**src/rtl/ntt_coef_loader_if.sv**
```systemverilog
// ntt_coef_loader_if
//   Groups the coefficient loader's upstream sample handshake and the
//   coefficient-RAM write bus.
//   master : upstream/environment side (drives samples, observes RAM writes)
//   slave  : loader side (accepts samples, drives RAM writes)
// Signals
//   in_valid  upstream sample valid
//   in_ready  loader accepts the sample this cycle
//   in_data   raw unsigned coefficient, IN_W bits
//   mem_wen   coefficient RAM write enable
//   mem_bank  target bank 0..3
//   mem_addr  word offset within the bank, LOG_N-2 bits
//   mem_wdata reduced coefficient, DW bits
interface ntt_coef_loader_if #(
  parameter int LOG_N = 11,
  parameter int IN_W  = 16,
  parameter int DW    = 14
);
  logic             in_valid;
  logic             in_ready;
  logic [IN_W-1:0]  in_data;
  logic             mem_wen;
  logic [1:0]       mem_bank;
  logic [LOG_N-3:0] mem_addr;
  logic [DW-1:0]    mem_wdata;

  modport master (
    output in_valid, in_data,
    input  in_ready, mem_wen, mem_bank, mem_addr, mem_wdata
  );

  modport slave (
    input  in_valid, in_data,
    output in_ready, mem_wen, mem_bank, mem_addr, mem_wdata
  );
endinterface

```
**src/rtl/ntt_coef_loader.sv**
```systemverilog
// ntt_coef_loader
//   Accepts N = 1<<LOG_N raw coefficients, reduces each mod Q and writes it
//   into the 4-bank coefficient RAM using the butterfly's conflict-free
//   (bank, offset) placement. Pulses done the cycle after the final write.
// Ports
//   clk        system clock, rising edge
//   rstn       asynchronous active-low reset
//   load_start 1-cycle pulse starting a load (ignored while busy / on done)
//   busy       high while a load is in progress
//   done       1-cycle pulse after the last RAM write
//   bus        ntt_coef_loader_if.slave: sample handshake + RAM write bus
// Build option
//   NTT_LOADER_BITREV_EN : place coefficient a at the slot of bitrev(a)
//   instead of a. Latency, handshake and done timing are identical.
//
// state | meaning
// IDLE  | waiting for load_start
// LOAD  | accepting samples until N have been transferred
// DRAIN | last sample in the pipeline; leave when its write retires
module ntt_coef_loader #(
  parameter int LOG_N = 11,
  parameter int IN_W  = 16,
  parameter int DW    = 14,
  parameter int Q     = 12289
) (
  input  logic clk,
  input  logic rstn,
  input  logic load_start,
  output logic busy,
  output logic done,
  ntt_coef_loader_if.slave bus
);
  localparam logic [LOG_N:0] N_CNT    = (LOG_N+1)'(1 << LOG_N);
  localparam logic [LOG_N:0] LAST_CNT = (LOG_N+1)'((1 << LOG_N) - 1);

  typedef enum logic [1:0] {IDLE, LOAD, DRAIN} state_t;

  state_t           state_q, state_d;
  logic [LOG_N:0]   acc_cnt;
  logic             done_q;
  logic             ready, xfer, start_ok, last_xfer;

  logic             s1_valid;
  logic [IN_W-1:0]  s1_data;
  logic [LOG_N-1:0] s1_idx;
  logic [4:0]       s1_ge;
  logic [4:0]       ge_d;
  logic [31:0]      din32;

  logic [31:0]      data_ext, sub_val;
  logic [LOG_N-1:0] map_idx;
  logic [DW-1:0]    wdata_d;

  logic             wen_q;
  logic [1:0]       bank_q;
  logic [LOG_N-3:0] addr_q;
  logic [DW-1:0]    wdata_q;

  // Bank = sum of all 2-bit digits of the index mod 4; odd LOG_N leaves a
  // 1-bit top digit, which the zero pad turns into a 2-bit one.
  function automatic logic [1:0] bank_of(input logic [LOG_N-1:0] a);
    logic [LOG_N:0] p;
    logic [1:0]     s;
    p = {1'b0, a};
    s = '0;
    for (int i = 0; i < LOG_N; i += 2) s = s + p[i +: 2];
    return s;
  endfunction

`ifdef NTT_LOADER_BITREV_EN
  function automatic logic [LOG_N-1:0] bitrev(input logic [LOG_N-1:0] a);
    logic [LOG_N-1:0] r;
    for (int i = 0; i < LOG_N; i++) r[i] = a[LOG_N-1-i];
    return r;
  endfunction
`endif

  assign ready        = (state_q == LOAD) && (acc_cnt < N_CNT);
  assign xfer         = bus.in_valid && ready;
  // done_q blocks a start pulse that coincides with the done pulse
  assign start_ok     = load_start && (state_q == IDLE) && !done_q;
  assign last_xfer    = xfer && (acc_cnt == LAST_CNT);
  assign bus.in_ready = ready;
  assign busy         = (state_q != IDLE);
  assign done         = done_q;

  always_comb begin
    state_d = state_q;
    case (state_q)
      IDLE:    if (start_ok) state_d = LOAD;
      LOAD:    if (last_xfer) state_d = DRAIN;
      // no transfers in DRAIN, so an empty S1 with S2 writing means the
      // final write is on the bus this cycle
      DRAIN:   if (wen_q && !s1_valid) state_d = IDLE;
      default: state_d = IDLE;
    endcase
  end

  always_ff @(posedge clk or negedge rstn) begin
    if (!rstn) begin
      state_q <= IDLE;
      acc_cnt <= '0;
      done_q  <= 1'b0;
    end else begin
      state_q <= state_d;
      done_q  <= (state_q == DRAIN) && (state_d == IDLE);
      if (start_ok)  acc_cnt <= '0;
      else if (xfer) acc_cnt <= acc_cnt + 1'b1;
    end
  end

  // S1: capture sample, its index and the in_data >= k*Q flags (k = 1..5)
  assign din32 = 32'(bus.in_data);
  always_comb begin
    ge_d = '0;
    for (int k = 1; k <= 5; k++) ge_d[k-1] = (din32 >= 32'(k * Q));
  end

  always_ff @(posedge clk or negedge rstn) begin
    if (!rstn) begin
      s1_valid <= 1'b0;
      s1_data  <= '0;
      s1_idx   <= '0;
      s1_ge    <= '0;
    end else begin
      s1_valid <= xfer;
      if (xfer) begin
        s1_data <= bus.in_data;
        s1_idx  <= acc_cnt[LOG_N-1:0];
        s1_ge   <= ge_d;
      end
    end
  end

  // S2: flags are monotone, so the highest set flag selects the multiple
  assign data_ext = 32'(s1_data);
  always_comb begin
    sub_val = '0;
    for (int k = 1; k <= 5; k++) if (s1_ge[k-1]) sub_val = 32'(k * Q);
  end
  assign wdata_d = DW'(data_ext - sub_val);

`ifdef NTT_LOADER_BITREV_EN
  assign map_idx = bitrev(s1_idx);
`else
  assign map_idx = s1_idx;
`endif

  always_ff @(posedge clk or negedge rstn) begin
    if (!rstn) begin
      wen_q   <= 1'b0;
      bank_q  <= '0;
      addr_q  <= '0;
      wdata_q <= '0;
    end else begin
      wen_q <= s1_valid;
      if (s1_valid) begin
        bank_q  <= bank_of(map_idx);
        addr_q  <= map_idx[LOG_N-1:2];
        wdata_q <= wdata_d;
      end
    end
  end

  assign bus.mem_wen   = wen_q;
  assign bus.mem_bank  = bank_q;
  assign bus.mem_addr  = addr_q;
  assign bus.mem_wdata = wdata_q;
endmodule
```
**src/flat_wrapper.sv**
```systemverilog
// flat-port wrapper written by rule: the top's interface ports become plain ports
module ntt_coef_loader_flat 
#(
  parameter int LOG_N = 11,
  parameter int IN_W  = 16,
  parameter int DW    = 14,
  parameter int Q     = 12289
)
  (clk, rstn, load_start, busy, done, bus_in_valid, bus_in_data, bus_in_ready, bus_mem_wen, bus_mem_bank, bus_mem_addr, bus_mem_wdata);
  ntt_coef_loader_if #(.LOG_N(LOG_N), .IN_W(IN_W), .DW(DW)) bus_i ();
  input  logic clk;
  input  logic rstn;
  input  logic load_start;
  output logic busy;
  output logic done;
  input wire logic [$bits(bus_i.in_valid)-1:0] bus_in_valid;
  input wire logic [$bits(bus_i.in_data)-1:0] bus_in_data;
  output wire logic [$bits(bus_i.in_ready)-1:0] bus_in_ready;
  output wire logic [$bits(bus_i.mem_wen)-1:0] bus_mem_wen;
  output wire logic [$bits(bus_i.mem_bank)-1:0] bus_mem_bank;
  output wire logic [$bits(bus_i.mem_addr)-1:0] bus_mem_addr;
  output wire logic [$bits(bus_i.mem_wdata)-1:0] bus_mem_wdata;
  assign bus_i.in_valid = bus_in_valid;
  assign bus_i.in_data = bus_in_data;
  assign bus_in_ready = bus_i.in_ready;
  assign bus_mem_wen = bus_i.mem_wen;
  assign bus_mem_bank = bus_i.mem_bank;
  assign bus_mem_addr = bus_i.mem_addr;
  assign bus_mem_wdata = bus_i.mem_wdata;
  ntt_coef_loader #(.LOG_N(LOG_N), .IN_W(IN_W), .DW(DW), .Q(Q)) u_core (.clk(clk), .rstn(rstn), .load_start(load_start), .busy(busy), .done(done), .bus(bus_i));
endmodule
```
**config.mk**
```make
export PLATFORM = sky130hd
export DESIGN_NAME = ntt_coef_loader_flat
export DESIGN_NICKNAME = d
export VERILOG_FILES = /design/src/rtl/ntt_coef_loader_if.sv /design/src/rtl/ntt_coef_loader.sv /design/src/flat_wrapper.sv
export SDC_FILE = /design/constraint.sdc
export NUM_CORES = 1
export LEC_CHECK = 0
export BUFFER_PORTS_ARGS = -buffer_cell sky130_fd_sc_hd__clkbuf_2
export CAP_MARGIN = 10
export CORE_MARGIN = 2
export CORE_UTILIZATION = 60
export DETAILED_ROUTE_END_ITERATION = 12
export GPL_TIMING_DRIVEN = 0
export HOLD_SLACK_MARGIN = 0.08
export PLACE_DENSITY = 0.83
export REMOVE_ABC_BUFFERS = 1
export SYNTH_ARGS = -nofsm -noshare
export SYNTH_HDL_FRONTEND = slang
export SYNTH_SLANG_ARGS = --single-unit
```
**constraint.sdc**
```tcl
create_clock -name clk -period 7.15 [get_ports clk]
set_input_delay 0.3575 -clock clk [delete_from_list [all_inputs] [get_ports clk]]
set_output_delay 0.3575 -clock clk [all_outputs]
set_load 0.005 [all_outputs]
```
---- Yosys cells after proc, flatten, opt, wreduce, memory -nomap -nowiden ----
Index checks and enable logic that the tools add are counted.
word-level totals
  output and inout bits ................... 29
  register bits ........................... 72
  word-level logic and storage cells ...... 51
operators by class
  equality and inequality tests ........... 3
  reductions and logical operators ........ 13
  multiplexer cells ....................... 11
  add/sub/neg operators ................... 7
  magnitude comparators ................... 6
operators with widths
  kind                                                                                   count
  14-bit two-way mux                                                                     5
  16-bit greater-or-equal comparator, second input constant                              3
  12-bit two-way mux                                                                     2
  16-bit by 14-bit greater-or-equal comparator with 1-bit output, second input constant  1
  16-bit by 15-bit greater-or-equal comparator with 1-bit output, second input constant  1
  14-bit subtractor                                                                      1
  12-bit by 1-bit adder with 12-bit output, second input constant                        1
  12-bit by 11-bit == test with 1-bit output, second input constant                      1
  12-bit less-than comparator, second input constant                                     1
  2-bit adder                                                                            4
  1-bit logical AND                                                                      7
  2-bit two-way mux                                                                      3
  2-bit case mux with 3 select lines                                                     1
  2-bit logical NOT                                                                      2
  2-bit nonzero test                                                                     2
  2-bit by 1-bit adder with 2-bit output                                                 1
  2-bit by 1-bit == test with 1-bit output, second input constant                        1
  2-bit == test, second input constant                                                   1
  1-bit logical NOT                                                                      2

---- Depth between registers and ports, before layout ----
  depth in word-level cells ............... 8
  gate-level depth with buffers ........... 10
  depth with buffers taken out ............ 10

---- Worst setup path after synthesis ----
OpenSTA, ideal clock, no wires.
  path kind ............................... register -> register
  start point ............................. register u_core.s1_idx[0], in the netlist u_core.map_idx[0]
  end point ............................... register u_core.bank_q[1], in the netlist u_core.bus.mem_bank[1]
  stages on the path, launching flop included .. 10
  required time ........................... 7.025 ns
  library setup time ...................... 0.125 ns
  arrival time ............................ 2.258 ns
  buffers on the path ..................... 0
  setup slack ............................. 4.767 ns
  path through ............................ dfrtp_1 -> fa_1 -> inv_1 -> fa_1 -> inv_1 -> ha_1 -> xnor2_1 -> xnor2_1 -> xnor2_1 -> mux2_2
on the way
  word-level cells in the longest chain between the ends .. 5
RTL lines
  item                                    line                    source
  from (decl)                             ntt_coef_loader.sv:45   logic [LOG_N-1:0] s1_idx;
  from (signal assigned)                  ntt_coef_loader.sv:129  s1_idx <= acc_cnt[LOG_N-1:0];
  2-bit adder (4 in a row)                ntt_coef_loader.sv:66   for (int i = 0; i < LOG_N; i += 2) s = s + p[i +: 2];
  2-bit by 1-bit adder with 2-bit output  ntt_coef_loader.sv:66
  to (signal assigned)                    ntt_coef_loader.sv:158  bank_q <= bank_of(map_idx);
  to (decl)                               ntt_coef_loader.sv:55   logic [1:0] bank_q;
Every way passes these cells.
A chain may end at the register's enable or synchronous reset.

---- Worst setup path after layout ----
  start point ............................. register u_core.acc_cnt[11]
  end point ............................... register u_core.state_q[0]
on the way
  word-level cells in the longest chain between the ends .. 6
  elaborated cells between the ends (all ways) .. 7
  those cells by class .................... order compare (1); eq/ne (1); mux (2); reduce/logical (3)
RTL lines
  item                                  line                    source
  from (decl)                           ntt_coef_loader.sv:39   logic [LOG_N:0] acc_cnt;
  from (signal assigned)                ntt_coef_loader.sv:108  else if (xfer) acc_cnt <= acc_cnt + 1'b1;
  12-bit less-than comparator           ntt_coef_loader.sv:78   assign ready = (state_q == LOAD) && (acc_cnt < N_CNT);
  1-bit logical AND                     ntt_coef_loader.sv:78
  1-bit logical AND                     ntt_coef_loader.sv:79   assign xfer = bus.in_valid && ready;
  1-bit logical AND *                   ntt_coef_loader.sv:82   assign last_xfer = xfer && (acc_cnt == LAST_CNT);
  2-bit two-way mux *                   ntt_coef_loader.sv:91   LOAD: if (last_xfer) state_d = DRAIN;
  2-bit case mux with 3 select lines *  ntt_coef_loader.sv:89   case (state_q)
  via u_core.state_d[0]                 ntt_coef_loader.sv:38   state_t state_q, state_d;
  to (signal assigned)                  ntt_coef_loader.sv:105  state_q <= state_d;
  to (decl)                             ntt_coef_loader.sv:38
The timed path passes the listed nets; every way through them passes the cells marked *.

==> flow_metrics.tcl <==
set metrics [dict create \
    fin_util_pct 71.70 \
    ys_ff_latch 72 \
    clockBufferDepth 2 \
    die-area_um2 6174 \
    die_x_um 78.58 \
    cp_cell_sequence "nand4bb_1, buf_8, inv_1, and3_1, nand3_1, a31o_2" \
    area_delta_synth_final_pct 16.87 \
    grt_pass1_vias 2405 \
    avgSynthCellArea_um2 9.931 \
    route.detailed.drc 0 \
    drive_above_1_share_pct 21.54 \
    synth_cell_types 39 \
    fmax_mhz 337.0 \
    ir_worst_vdd_mv 0.2121 \
    post_cts_resized 0 \
    firstDrtPassIters 5 \
    fin_setup_tns_ns 0 \
    power_leakage_nw 1.921 \
    rows 27 \
    placedInstanceArea_um2 3657 \
    antenna_cells 0 \
    clk_pin_slew_worst_paths_ns 0.07 \
    finalMaxSlewViolations 0 \
    crit_required_ns 7.39 \
    cp_max_fo 38 \
    grt_max_degree 39 \
    wl_um 6611 \
    max_slew.worst_pin.slew_ns 1.082 \
    drt_iter0_markers 207 \
    ios 49 \
    finalNetCount 415 \
    critPathCaptureType "register" \
    coreArea_um2 5439 \
    hold_viol 0 \
    layout_commonest_cell "nand2_1" \
    viasPerCell 5.504 \
    r2r_start "u_core.acc_cnt[11]$_DFFE_PN0P_" \
    numCtsBuffers 9 \
    critPathKind "register to register" \
    antenna_found_initial 0 \
    powerDensity_nw_per_um2 357.9 \
    hold_class "primary input to register" \
    cts_tree "yes" \
    vias 2543 \
    cp_slowest_cell "inv_1" \
    min_from "bus_in_data[7]" \
    status "completed" \
    slew_headroom_pct 27.80 \
    initial_core_util_pct 61.35 \
    postLayoutCellArea_um2 3900 \
    maxCapViolations 0 \
    rsz0062_at_grt "false" \
    crit_path_start "u_core.acc_cnt[11]$_DFFE_PN0P_" \
    setup_viol 0 \
    synth_cells 336 \
    synth_edf_count 0 \
    fin_crit_ns 2.967 \
    io_buffers 48 \
    cts_sinks 72 \
    start_kind "register" \
    die_h_um 78.58 \
    syn_area_um2 3337 \
    place_congestion 0.8551 \
    fin_crit_sh_pct 41.50 \
    ant_nets 0 \
    ys_warn_count 0 \
    fin_skew_ns 0.005725 \
    place.detailed.hpwl_um 4587 \
    root_buffer "clkbuf_8" \
    grt_pass1_wl_um 11020 \
    synth-seq-area-share_pct 53.99 \
    synthArstFlopShare_pct 100.0 \
    track_usage_pct 23.08 \
    arrival_ns 3.20 \
    drt-wirelength-per-cell_um 14.31 \
    clk_latency_ns 0.35 \
    h-tree-depth 3 \
    overflow 0 \
    final_cell_mix "nand2_1 (83), dfrtp_1 (72), clkbuf_2 (47)" \
    slowest_delay_ns 0.79 \
    synth_top_flop_cell "dfrtp_1" \
]
## what timing repair did
item,in CTS,in global routing
setup buffers,0,0
hold endpoints to repair,35,0
hold buffers,1,0
## flip-flops by register name, summed over array words and instances, names as in the netlist
name and count:
u_core.bus.mem_wdata 14, u_core.done 1, u_core.s1_valid 1, u_core.state_q 2, u_core.acc_cnt 12, u_core.s1_data 14
u_core.bus.mem_addr 9, u_core.bus.mem_wen 1, u_core.map_idx 11, u_core.bus.mem_bank 2, u_core.s1_ge 5
## layout make-up
cell class	count	area, um^2
clock inverters	3	40.04
multi-input cells	238	1435
repair buffers	53	322.8
well taps	72	90.09
clock buffers	12	165.2
fillers	426	1539
flip-flops and latches	72	1802
inverters	12	45.04
## logic make-up after synthesis
| group | count (synthesis) | share of synthesized area, % |
|---|---|---|
| simple gates | 148 | 19.72 |
| mux | 14 | 4.799 |
| flops | 72 | 53.99 |
| buf+inv | 26 | 2.999 |
| fa+ha+maj | 9 | 4.050 |
| xor+xnor | 30 | 7.874 |
| compound gates | 37 | 6.562 |
## path summary, 6_finish.rpt
path | endpoint | slack, ns | cells after the start
min in group asynchronous | u_core.acc_cnt[8]$_DFFE_PN0P_ | 0.54 | 2
worst max-delay path | u_core.state_q[0]$_DFF_PN0_ | 4.18 | 6
max in group asynchronous | u_core.bus.mem_wdata[13]$_DFFE_PN0P_ | 6.05 | 3
worst min-delay path | u_core.s1_data[7]$_DFFE_PN0P_ | 0.22 | 3
worst max register to register | u_core.state_q[0]$_DFF_PN0_ | 4.18 | 6
worst min register to register | u_core.map_idx[1]$_DFFE_PN0P_ | 0.50 | 2
## through the flow
stage	setup slack (ns)	cells	total power, mW	hold WS [ns]
3_5_place_dp	4.215	445	1.065	0.3842
4_1_cts	4.183	461	1.395	0.2182
2_1_floorplan	4.445	322	0.9044	0.06191
6_report	4.183	462	1.396	0.2223
3_3_place_gp	3.506	442	1.035	0.4657
5_1_grt	3.980	462	1.497	0.2290
## worst max-delay path, delay by kind of cell, from the launching register on
kind | cells | cell delay [ns]
buffers and inverters | 2 | 1.12
flip-flops | 1 | 0.40
AND/OR/NAND/NOR | 3 | 1.05
AO/OA/AOI/OAI | 1 | 0.26
## where the power goes
part           total (mW)  switching (mW)  internal (mW)
combinational       0.455           0.234          0.221
sequential          0.610          0.0919          0.518
clock               0.331           0.145          0.187
total                1.40           0.470          0.925
## Yosys cell counts (2+ instances only)
master / instances / area share (%)
nand2_1: 83 / 9.3
dfrtp_1: 72 / 54
nor2_1: 30 / 3.4
xnor2_1: 18 / 4.7
a21oi_1: 14 / 2.1
inv_1: 12 / 1.3
mux2_2: 12 / 4.0
o21ai_0: 12 / 1.8
xor2_1: 12 / 3.1
clkbuf_1: 9 / 1.0
ha_1: 6 / 2.2
nand3_1: 5 / 0.75
nor3_1: 5 / 0.75
nand4_1: 4 / 0.75
buf_1: 3 / 0.34
fa_1: 3 / 1.8
nor2b_1: 3 / 0.56
nor4_1: 3 / 0.56
o31ai_1: 3 / 0.67
and3_1: 2 / 0.37
and4_1: 2 / 0.53
buf_2: 2 / 0.30
nand4b_1: 2 / 0.53
nor3b_1: 2 / 0.45
o211ai_1: 2 / 0.45
o311a_1: 2 / 0.60
## metal layers
layer  part of all wire (%)  up-vias  track usage [%]
met5                      0        -                0
met4                    1.8        0            11.75
met3                    4.5       11            3.678
met2                     48       83            34.96
met1                     46     1232            32.42
li1                       -     1217                -
Note: power is estimated with default switching activity, not from simulation.
